--- src/rtl/gpu_line_rasterizer.sv ---
// gpu_line_rasterizer: integer Bresenham line rasterizer between the command
// decoder and the frame-buffer writer. Endpoints are captured on the
// draw_line strobe, colour one cycle later, then one pixel is emitted per
// accepted valid/ready handshake, followed by a one-cycle finished pulse.
// Optional build macro GPU_LINE_CLIP_EN: pixels outside H_RES x V_RES are
// suppressed and skipped at one per cycle without waiting for px_ready_i.
module gpu_line_rasterizer #(
  parameter int XW    = 10,
  parameter int YW    = 9,
  parameter int CW    = 8,
  parameter int H_RES = 640,
  parameter int V_RES = 480
) (
  input  logic            clk,
  input  logic            n_rst,
  input  logic [XW-1:0]   x1_i,
  input  logic [YW-1:0]   y1_i,
  input  logic [XW-1:0]   x2_i,
  input  logic [YW-1:0]   y2_i,
  input  logic [CW-1:0]   r_i,
  input  logic [CW-1:0]   g_i,
  input  logic [CW-1:0]   b_i,
  input  logic            draw_line_i,
  input  logic            px_ready_i,
  output logic [XW-1:0]   px_x_o,
  output logic [YW-1:0]   px_y_o,
  output logic [3*CW-1:0] px_color_o,
  output logic            px_valid_o,
  output logic            busy_o,
  output logic            finished_o
);

  // Signed working width: one extra bit for sign, one for the 2*err headroom.
  localparam int SW = ((XW > YW) ? XW : YW) + 2;
  localparam logic signed [SW-1:0] ZERO = '0;

  typedef enum logic [1:0] {S_IDLE, S_LOAD, S_DRAW, S_DONE} state_t;

  state_t                 state_reg, state_next;
  logic [XW-1:0]          x1_reg, x1_next, x2_reg, x2_next;
  logic [YW-1:0]          y1_reg, y1_next, y2_reg, y2_next;
  logic [3*CW-1:0]        color_reg, color_next;
  logic [XW-1:0]          x_reg, x_next;
  logic [YW-1:0]          y_reg, y_next;
  logic signed [SW-1:0]   err_reg, err_next;
  logic signed [SW-1:0]   dx_reg, dx_next;
  logic signed [SW-1:0]   dy_reg, dy_next;
  logic                   sx_neg_reg, sx_neg_next;
  logic                   sy_neg_reg, sy_neg_next;

  logic signed [SW-1:0]   x1_s, x2_s, y1_s, y2_s;
  logic signed [SW-1:0]   dx_raw, dy_raw, dx_abs, dy_negabs;
  logic signed [SW:0]     e2, dx_ext, dy_ext;
  logic                   step_x, step_y, at_end, visible, advance;

  // Zero-extended endpoints in the signed working width.
  assign x1_s = $signed({{(SW-XW){1'b0}}, x1_reg});
  assign x2_s = $signed({{(SW-XW){1'b0}}, x2_reg});
  assign y1_s = $signed({{(SW-YW){1'b0}}, y1_reg});
  assign y2_s = $signed({{(SW-YW){1'b0}}, y2_reg});

  assign dx_raw    = x2_s - x1_s;
  assign dy_raw    = y2_s - y1_s;
  assign dx_abs    = dx_raw[SW-1] ? -dx_raw : dx_raw;
  assign dy_negabs = dy_raw[SW-1] ? dy_raw : -dy_raw;

  // Both step decisions are taken against the same (old) error term.
  assign e2     = $signed({err_reg, 1'b0});
  assign dx_ext = {dx_reg[SW-1], dx_reg};
  assign dy_ext = {dy_reg[SW-1], dy_reg};
  assign step_x = (e2 >= dy_ext);
  assign step_y = (e2 <= dx_ext);
  assign at_end = (x_reg == x2_reg) && (y_reg == y2_reg);

`ifdef GPU_LINE_CLIP_EN
  assign visible = (int'(x_reg) < H_RES) && (int'(y_reg) < V_RES);
`else
  assign visible = 1'b1;
`endif

  // Off-screen pixels advance on their own; visible ones wait for ready.
  assign advance = (state_reg == S_DRAW) && (visible ? px_ready_i : 1'b1);

  assign px_x_o     = x_reg;
  assign px_y_o     = y_reg;
  assign px_color_o = color_reg;
  assign px_valid_o = (state_reg == S_DRAW) && visible;
  assign busy_o     = (state_reg != S_IDLE);
  assign finished_o = (state_reg == S_DONE);

  // Next-state and datapath update; every register holds by default.
  always_comb begin
    state_next  = state_reg;
    x1_next     = x1_reg;
    y1_next     = y1_reg;
    x2_next     = x2_reg;
    y2_next     = y2_reg;
    color_next  = color_reg;
    x_next      = x_reg;
    y_next      = y_reg;
    err_next    = err_reg;
    dx_next     = dx_reg;
    dy_next     = dy_reg;
    sx_neg_next = sx_neg_reg;
    sy_neg_next = sy_neg_reg;
    case (state_reg)
      S_IDLE: begin
        if (draw_line_i) begin
          x1_next    = x1_i;
          y1_next    = y1_i;
          x2_next    = x2_i;
          y2_next    = y2_i;
          state_next = S_LOAD;
        end
      end
      S_LOAD: begin
        color_next  = {r_i, g_i, b_i};
        dx_next     = dx_abs;
        dy_next     = dy_negabs;
        sx_neg_next = !(x1_reg < x2_reg);
        sy_neg_next = !(y1_reg < y2_reg);
        err_next    = dx_abs + dy_negabs;
        x_next      = x1_reg;
        y_next      = y1_reg;
        state_next  = S_DRAW;
      end
      S_DRAW: begin
        if (advance) begin
          if (at_end) begin
            state_next = S_DONE;
          end else begin
            err_next = err_reg + (step_x ? dy_reg : ZERO) + (step_y ? dx_reg : ZERO);
            if (step_x) x_next = sx_neg_reg ? x_reg - 1'b1 : x_reg + 1'b1;
            if (step_y) y_next = sy_neg_reg ? y_reg - 1'b1 : y_reg + 1'b1;
          end
        end
      end
      S_DONE: state_next = S_IDLE;
      default: state_next = S_IDLE;
    endcase
  end

  // State and datapath registers; reset aborts any line in progress.
  always_ff @(posedge clk or negedge n_rst) begin
    if (!n_rst) begin
      state_reg  <= S_IDLE;
      x1_reg     <= '0;
      y1_reg     <= '0;
      x2_reg     <= '0;
      y2_reg     <= '0;
      color_reg  <= '0;
      x_reg      <= '0;
      y_reg      <= '0;
      err_reg    <= '0;
      dx_reg     <= '0;
      dy_reg     <= '0;
      sx_neg_reg <= 1'b0;
      sy_neg_reg <= 1'b0;
    end else begin
      state_reg  <= state_next;
      x1_reg     <= x1_next;
      y1_reg     <= y1_next;
      x2_reg     <= x2_next;
      y2_reg     <= y2_next;
      color_reg  <= color_next;
      x_reg      <= x_next;
      y_reg      <= y_next;
      err_reg    <= err_next;
      dx_reg     <= dx_next;
      dy_reg     <= dy_next;
      sx_neg_reg <= sx_neg_next;
      sy_neg_reg <= sy_neg_next;
    end
  end

endmodule
--- config.mk ---
export PLATFORM = sky130hd
export DESIGN_NAME = gpu_line_rasterizer
export DESIGN_NICKNAME = d
export VERILOG_FILES = /design/src/rtl/gpu_line_rasterizer.sv
export SDC_FILE = /design/constraint.sdc
export NUM_CORES = 1
export LEC_CHECK = 0
export BUFFER_PORTS_ARGS = -buffer_cell sky130_fd_sc_hd__buf_2
export CORE_MARGIN = 2
export CORE_UTILIZATION = 55
export CTS_CLUSTER_DIAMETER = 100
export DETAILED_ROUTE_END_ITERATION = 16
export PLACE_DENSITY = 0.84
export SYNTH_ARGS = -nofsm -noshare
export SYNTH_HDL_FRONTEND = slang
export SYNTH_SLANG_ARGS = --single-unit
--- constraint.sdc ---
create_clock -name clk -period 5.9 [get_ports clk]
set_input_delay 0.885 -clock clk [delete_from_list [all_inputs] [get_ports clk]]
set_output_delay 0.885 -clock clk [all_outputs]
set_load 0.05 [all_outputs]
==> results.toml, run 1 <==
[setup_path]
crit-reg2reg-launch = "err_reg[10]"
crit_path_start_kind = "flop"
required_ns = 6.23
slowest_delay_ns = 0.60
worst-setup-path-type = "flop to flop"
end_kind = "flop"
crit_fanout = 13
cp.arrival_ns = 5.29
cp_cell_sequence = "ha_1 -> and3_1 -> and4_1 -> a2111oi_0 -> a21oi_1 -> and2_1 -> fa_1 -> ha_1 -> inv_1 -> fa_1 -> inv_1 -> a21o_1 -> nand4_1 -> a31oi_1 -> a31oi_1 -> xnor2_1 -> o21ai_1 -> o211ai_1"
crit_start = "err_reg[10]"
critPathSlowestCell = "a2111oi_0"

[min_path]
hold_start = "px_color_o[17]"
min_path_type = "flop to flop"

[yosys]
avgSynthCellArea_sq_um = 9.74
ys_dominant_reg_cell = "dfrtp_1"
post-synth-top-area-fraction = 0.341
synthArstFlopShare = 1.00
synth_top_area_cell = "dfrtp_1"
synth_seq_area_share = 0.341
ys_types = 67
synth_fp_nets = 1081
synthTopCellsByArea = "dfrtp_1 (34%), ha_1 (12%), mux2_2 (10%)"
ys_ff_latch = 121
synth_edf_count = 0
synth.cell_area_sq_um = 8890
synth_cells = 912
yosysWarnings = 0

[grt]
grt_use_total = 0.261
grt_max_degree = 77
grt_pass1_wl_um = 36000
grt_pass1_vias = 7252
grt_overflow_total = 0
antenna_found_initial = 0

[final_layout]
areaGrowthSynthToFinish_pct = 15.8
nets = 1192
largest_reg_flops = 24
regArea_sq_um = 3030
final_cell_mix = "dfrtp_1 (121), buf_2 (110), ha_1 (85), mux2_2 (79), inv_1 (77)"
fillers = 1206
multiInputGateArea_sq_um = 5470
n_antenna_cell = 0
final_common_cell = "dfrtp_1"
drive_above_1_share = 0.234

[detailed_routing]
route.detailed.drc = 0
routed_wl_um = 22300
drt_iter0_markers = 587
vias = 7414
wire_per_inst_um = 17.8
drtAntennaViolNets = 0
vias_per_cell = 5.92
drt-pass1-iter-count = 5

[cts]
htree_levels = 4
cts_resized = 0
cts_setup_buffers = 0
clock_latency_ns = 0.42
clkSinkCount = 121
cts.root.buffer_cell = "clkbuf_16"
cts_hold_buf = 0
cts_inserted_buffers = 17
clock_path_buffers = 2
clk_pin_slew_ns = 0.06
cts_tree = "yes"

[die]
core_sq_um = 15800
start_util = 0.561
dieWidth_um = 131
num_rows = 46
fp.dieH_um = 131
dieArea_sq_um = 17200
ios = 112

[placement]
dp_hpwl_um = 16600
port_buffers = 111
gp_congestion = 0.969

[status]
status = "completed"

[timing]
finalCriticalPeriod_ns = 4.96
finalCritPeriodShare = 0.840
fin_setup_tns_ns = 0
drv_slew = 0
fin_skew_ns = 0.0134
hold_viol_final = 0
max_freq_ghz = 0.202
finalSetupViolCount = 0
worst_slew_pin_slew_ns = 1.04
slew_headroom = 0.305
grt_setup_unrepaired = "false"

[flow_run]
drv_cap = 0
-- kinds of logic (layout without fill, tap and decap cells) --
group,after synthesis,count (layout),synth area share
AO/OA/AOI/OAI,184,184,0.135
multiplexers,96,96,0.120
adder cells (fa/ha/maj),103,103,0.159
XOR/XNOR,76,76,0.0765
flip-flops,121,121,0.341
AND/OR/NAND/NOR,228,228,0.125
buffers and inverters,104,228,0.0442
-- worst paths after layout --
path | endpoint | slack [ns] | cells after the start
setup / recovery | err_reg[11] | 0.94 | 18
hold / removal | px_color_o[17] | 0.50 | 1
setup reg to reg | err_reg[11] | 0.94 | 18
hold reg to reg | px_color_o[17] | 0.50 | 1
max in group asynchronous | dx_reg[7] | 4.13 | 2
min in group asynchronous | px_x_o[4] | 0.61 | 1
-- synthesized netlist by cell type (8+ instances only) --
library cell	n
nor3_1	25
xnor2_1	40
a31oi_1	23
xor2_1	35
and2_1	11
mux2i_1	15
fa_1	17
nor2_1	65
and3_1	8
clkbuf_1	22
o21ai_1	15
nor2b_1	12
mux2_2	79
nand3_1	14
a21o_1	23
inv_1	77
o21ai_0	18
a21oi_1	55
nand2_1	52
ha_1	86
dfrtp_1	121
-- per-layer routing --
layer / up-vias / part of all wire / GRT usage
li1: 3457 / - / -
met4: 0 / 0.036 / 0.114
met1: 3624 / 0.43 / 0.343
met2: 272 / 0.47 / 0.424
met5: - / 0 / 0
met3: 61 / 0.063 / 0.0490
-- per-stage QoR --
stage                util  cell area [sq um]  hold slack, ns  setup slack, ns  cells
CTS                 0.650              10300           0.503            0.991   1252
global placement    0.611               9670           0.483             1.34   1220
global route        0.650              10300           0.515            0.670   1252
detailed placement  0.611               9670           0.490             1.04   1220
floorplan               -               8890           0.473             1.68    912
finish              0.650              10300           0.498            0.944   1252
-- critical path: cells and delay by family (launching register included) --
family | cells | cell delay, ns
XOR/XNOR | 1 | 0.23
buffers and inverters | 2 | 0.13
flip-flops | 1 | 0.43
adder cells (fa/ha/maj) | 4 | 1.40
AO/OA/AOI/OAI | 7 | 1.81
AND/OR/NAND/NOR | 4 | 0.86
-- final cells by class --
cell class / instances / share of cell area
Multi-Input combinational cell: 687 / 0.531
Sequential cell: 121 / 0.294
Timing Repair Buffer: 118 / 0.0593
Clock buffer: 24 / 0.0478
Inverter: 78 / 0.0284
Tap cell: 216 / 0.0263
Clock inverter: 8 / 0.0129
Power of run 1 is not shown: default switching activity piles up to over one toggle a cycle in this logic, so the estimate is an artifact.
==> run 2: changes to the inputs <==
Clock period 5.9 ns to 5.2 ns, I/O delays scaled along.
==> results.toml, run 2 (same netlist as run 1, synthesis figures left out) <==
[status]
status = "completed"

[timing]
worst_slew_pin_slew_ns = 0.989
fin_skew_ns = 0.00842
grt_setup_unrepaired = "false"
fin_setup_tns_ns = 0
drv_slew = 0
max_freq_ghz = 0.207
slew_headroom = 0.341
finalCritPeriodShare = 0.929
finalCriticalPeriod_ns = 4.83
hold_viol_final = 0
finalSetupViolCount = 0

[setup_path]
cp.arrival_ns = 5.17
crit_path_start_kind = "flop"
crit_start = "x2_reg[0]"
endpoint = "err_reg[9]"
crit_fanout = 5
r2r-end = "err_reg[9]"
worst-setup-path-type = "flop to flop"
end_kind = "flop"
required_ns = 5.54
ff2ff_path_depth = 21
reg2reg_slack_ns = 0.37
crit-reg2reg-launch = "x2_reg[0]"

[final_layout]
final_common_cell = "dfrtp_1"
areaGrowthSynthToFinish_pct = 15.7
fillers = 1216
final_cell_mix = "dfrtp_1 (121), buf_2 (110), ha_1 (85), mux2_2 (79), inv_1 (77)"
multiInputGateArea_sq_um = 5470
drive_above_1_share = 0.238
nets = 1194
regArea_sq_um = 3030
n_antenna_cell = 0
largest_reg_flops = 24

[detailed_routing]
drt_iter0_markers = 459
drtAntennaViolNets = 0
wire_per_inst_um = 18.1
vias_per_cell = 5.89
vias = 7384
route.detailed.drc = 0
drt-pass1-iter-count = 5
routed_wl_um = 22700

[cts]
clock_latency_ns = 0.42
htree_levels = 4
cts_inserted_buffers = 17
cts_setup_buffers = 0
clk_pin_slew_ns = 0.06
cts_hold_buf = 0
cts.root.buffer_cell = "clkbuf_16"
cts_tree = "yes"
cts_resized = 0
clkSinkCount = 121
clock_path_buffers = 2

[die]
dieWidth_um = 131
dieArea_sq_um = 17200
fp.dieH_um = 131
num_rows = 46
ios = 112
start_util = 0.561
core_sq_um = 15800

[grt]
grt_use_total = 0.267
grt_pass1_wl_um = 37200
grt_pass1_vias = 7520
grt_overflow_total = 0
antenna_found_initial = 0
grt_max_degree = 79

[flow_run]
drv_cap = 0

[placement]
dp_hpwl_um = 17000
gp_congestion = 0.924
port_buffers = 111

[min_path]
min_path_type = "input port to asynchronous set/reset pin"
## run 2: changes by cell type in the layout (fill, tap and decap cells not counted), moves of 2 or more
cell and delta:
clkbuf_1 -3, inv_6 +2, clkinv_2 +3, clkbuf_8 -2, buf_4 +2, clkinvlp_4 +2
## run 2: worst min path at each step
stage              startpoint  slack [ns]              to
5_1_grt                 n_rst        0.16       x1_reg[4]
2_1_floorplan      dx_reg[11]        0.47      dx_reg[11]
3_3_place_gp    px_color_o[8]        0.48   px_color_o[8]
6_report                n_rst        0.16       x1_reg[4]
4_1_cts                 n_rst        0.15       x1_reg[4]
3_5_place_dp   px_color_o[18]        0.49  px_color_o[18]
## run 2: final cells by class
cell class / count / share of cell area
Clock buffer: 19 / 0.0441
Clock inverter: 13 / 0.0138
Inverter: 78 / 0.0285
Multi-Input combinational cell: 687 / 0.532
Sequential cell: 121 / 0.295
Tap cell: 216 / 0.0263
Timing Repair Buffer: 120 / 0.0609
## run 2: worst max-delay path, stage by stage, from the launching register on
cell	delay (ns)
dfrtp_1	0.42
inv_1	0.09
ha_1	0.18
inv_1	0.06
fa_1	0.41
a21o_1	0.18
a21oi_1	0.28
nor2_1	0.09
a211o_1	0.32
a31oi_1	0.39
nor2_1	0.07
a21oi_1	0.29
inv_1	0.08
ha_1	0.32
a211oi_1	0.24
nor2_1	0.12
o41a_1	0.34
and4_1	0.24
nor3_1	0.24
xnor2_1	0.15
o21ai_1	0.07
a21oi_1	0.15
## run 2: metrics by stage
step / instances / worst slack (ns) / hold WS, ns / utilization / instance area [sq um]
floorplan: 912 / 0.981 / 0.473 / - / 8890
global placement: 1222 / 0.640 / 0.484 / 0.612 / 9680
detailed placement: 1222 / 0.514 / 0.490 / 0.612 / 9680
CTS: 1254 / 0.420 / 0.151 / 0.649 / 10300
global route: 1254 / 0.0155 / 0.155 / 0.649 / 10300
finish: 1254 / 0.368 / 0.157 / 0.649 / 10300
## run 2: routing by layer
layer  vias up  wire length, um  global-route usage
met5         -                0                   0
met4         0              752               0.117
met3        56             1230              0.0544
met2       248            11100               0.454
met1      3625             9610               0.331
li1       3455                -                   -
Power of run 2 is left out for the same reason.
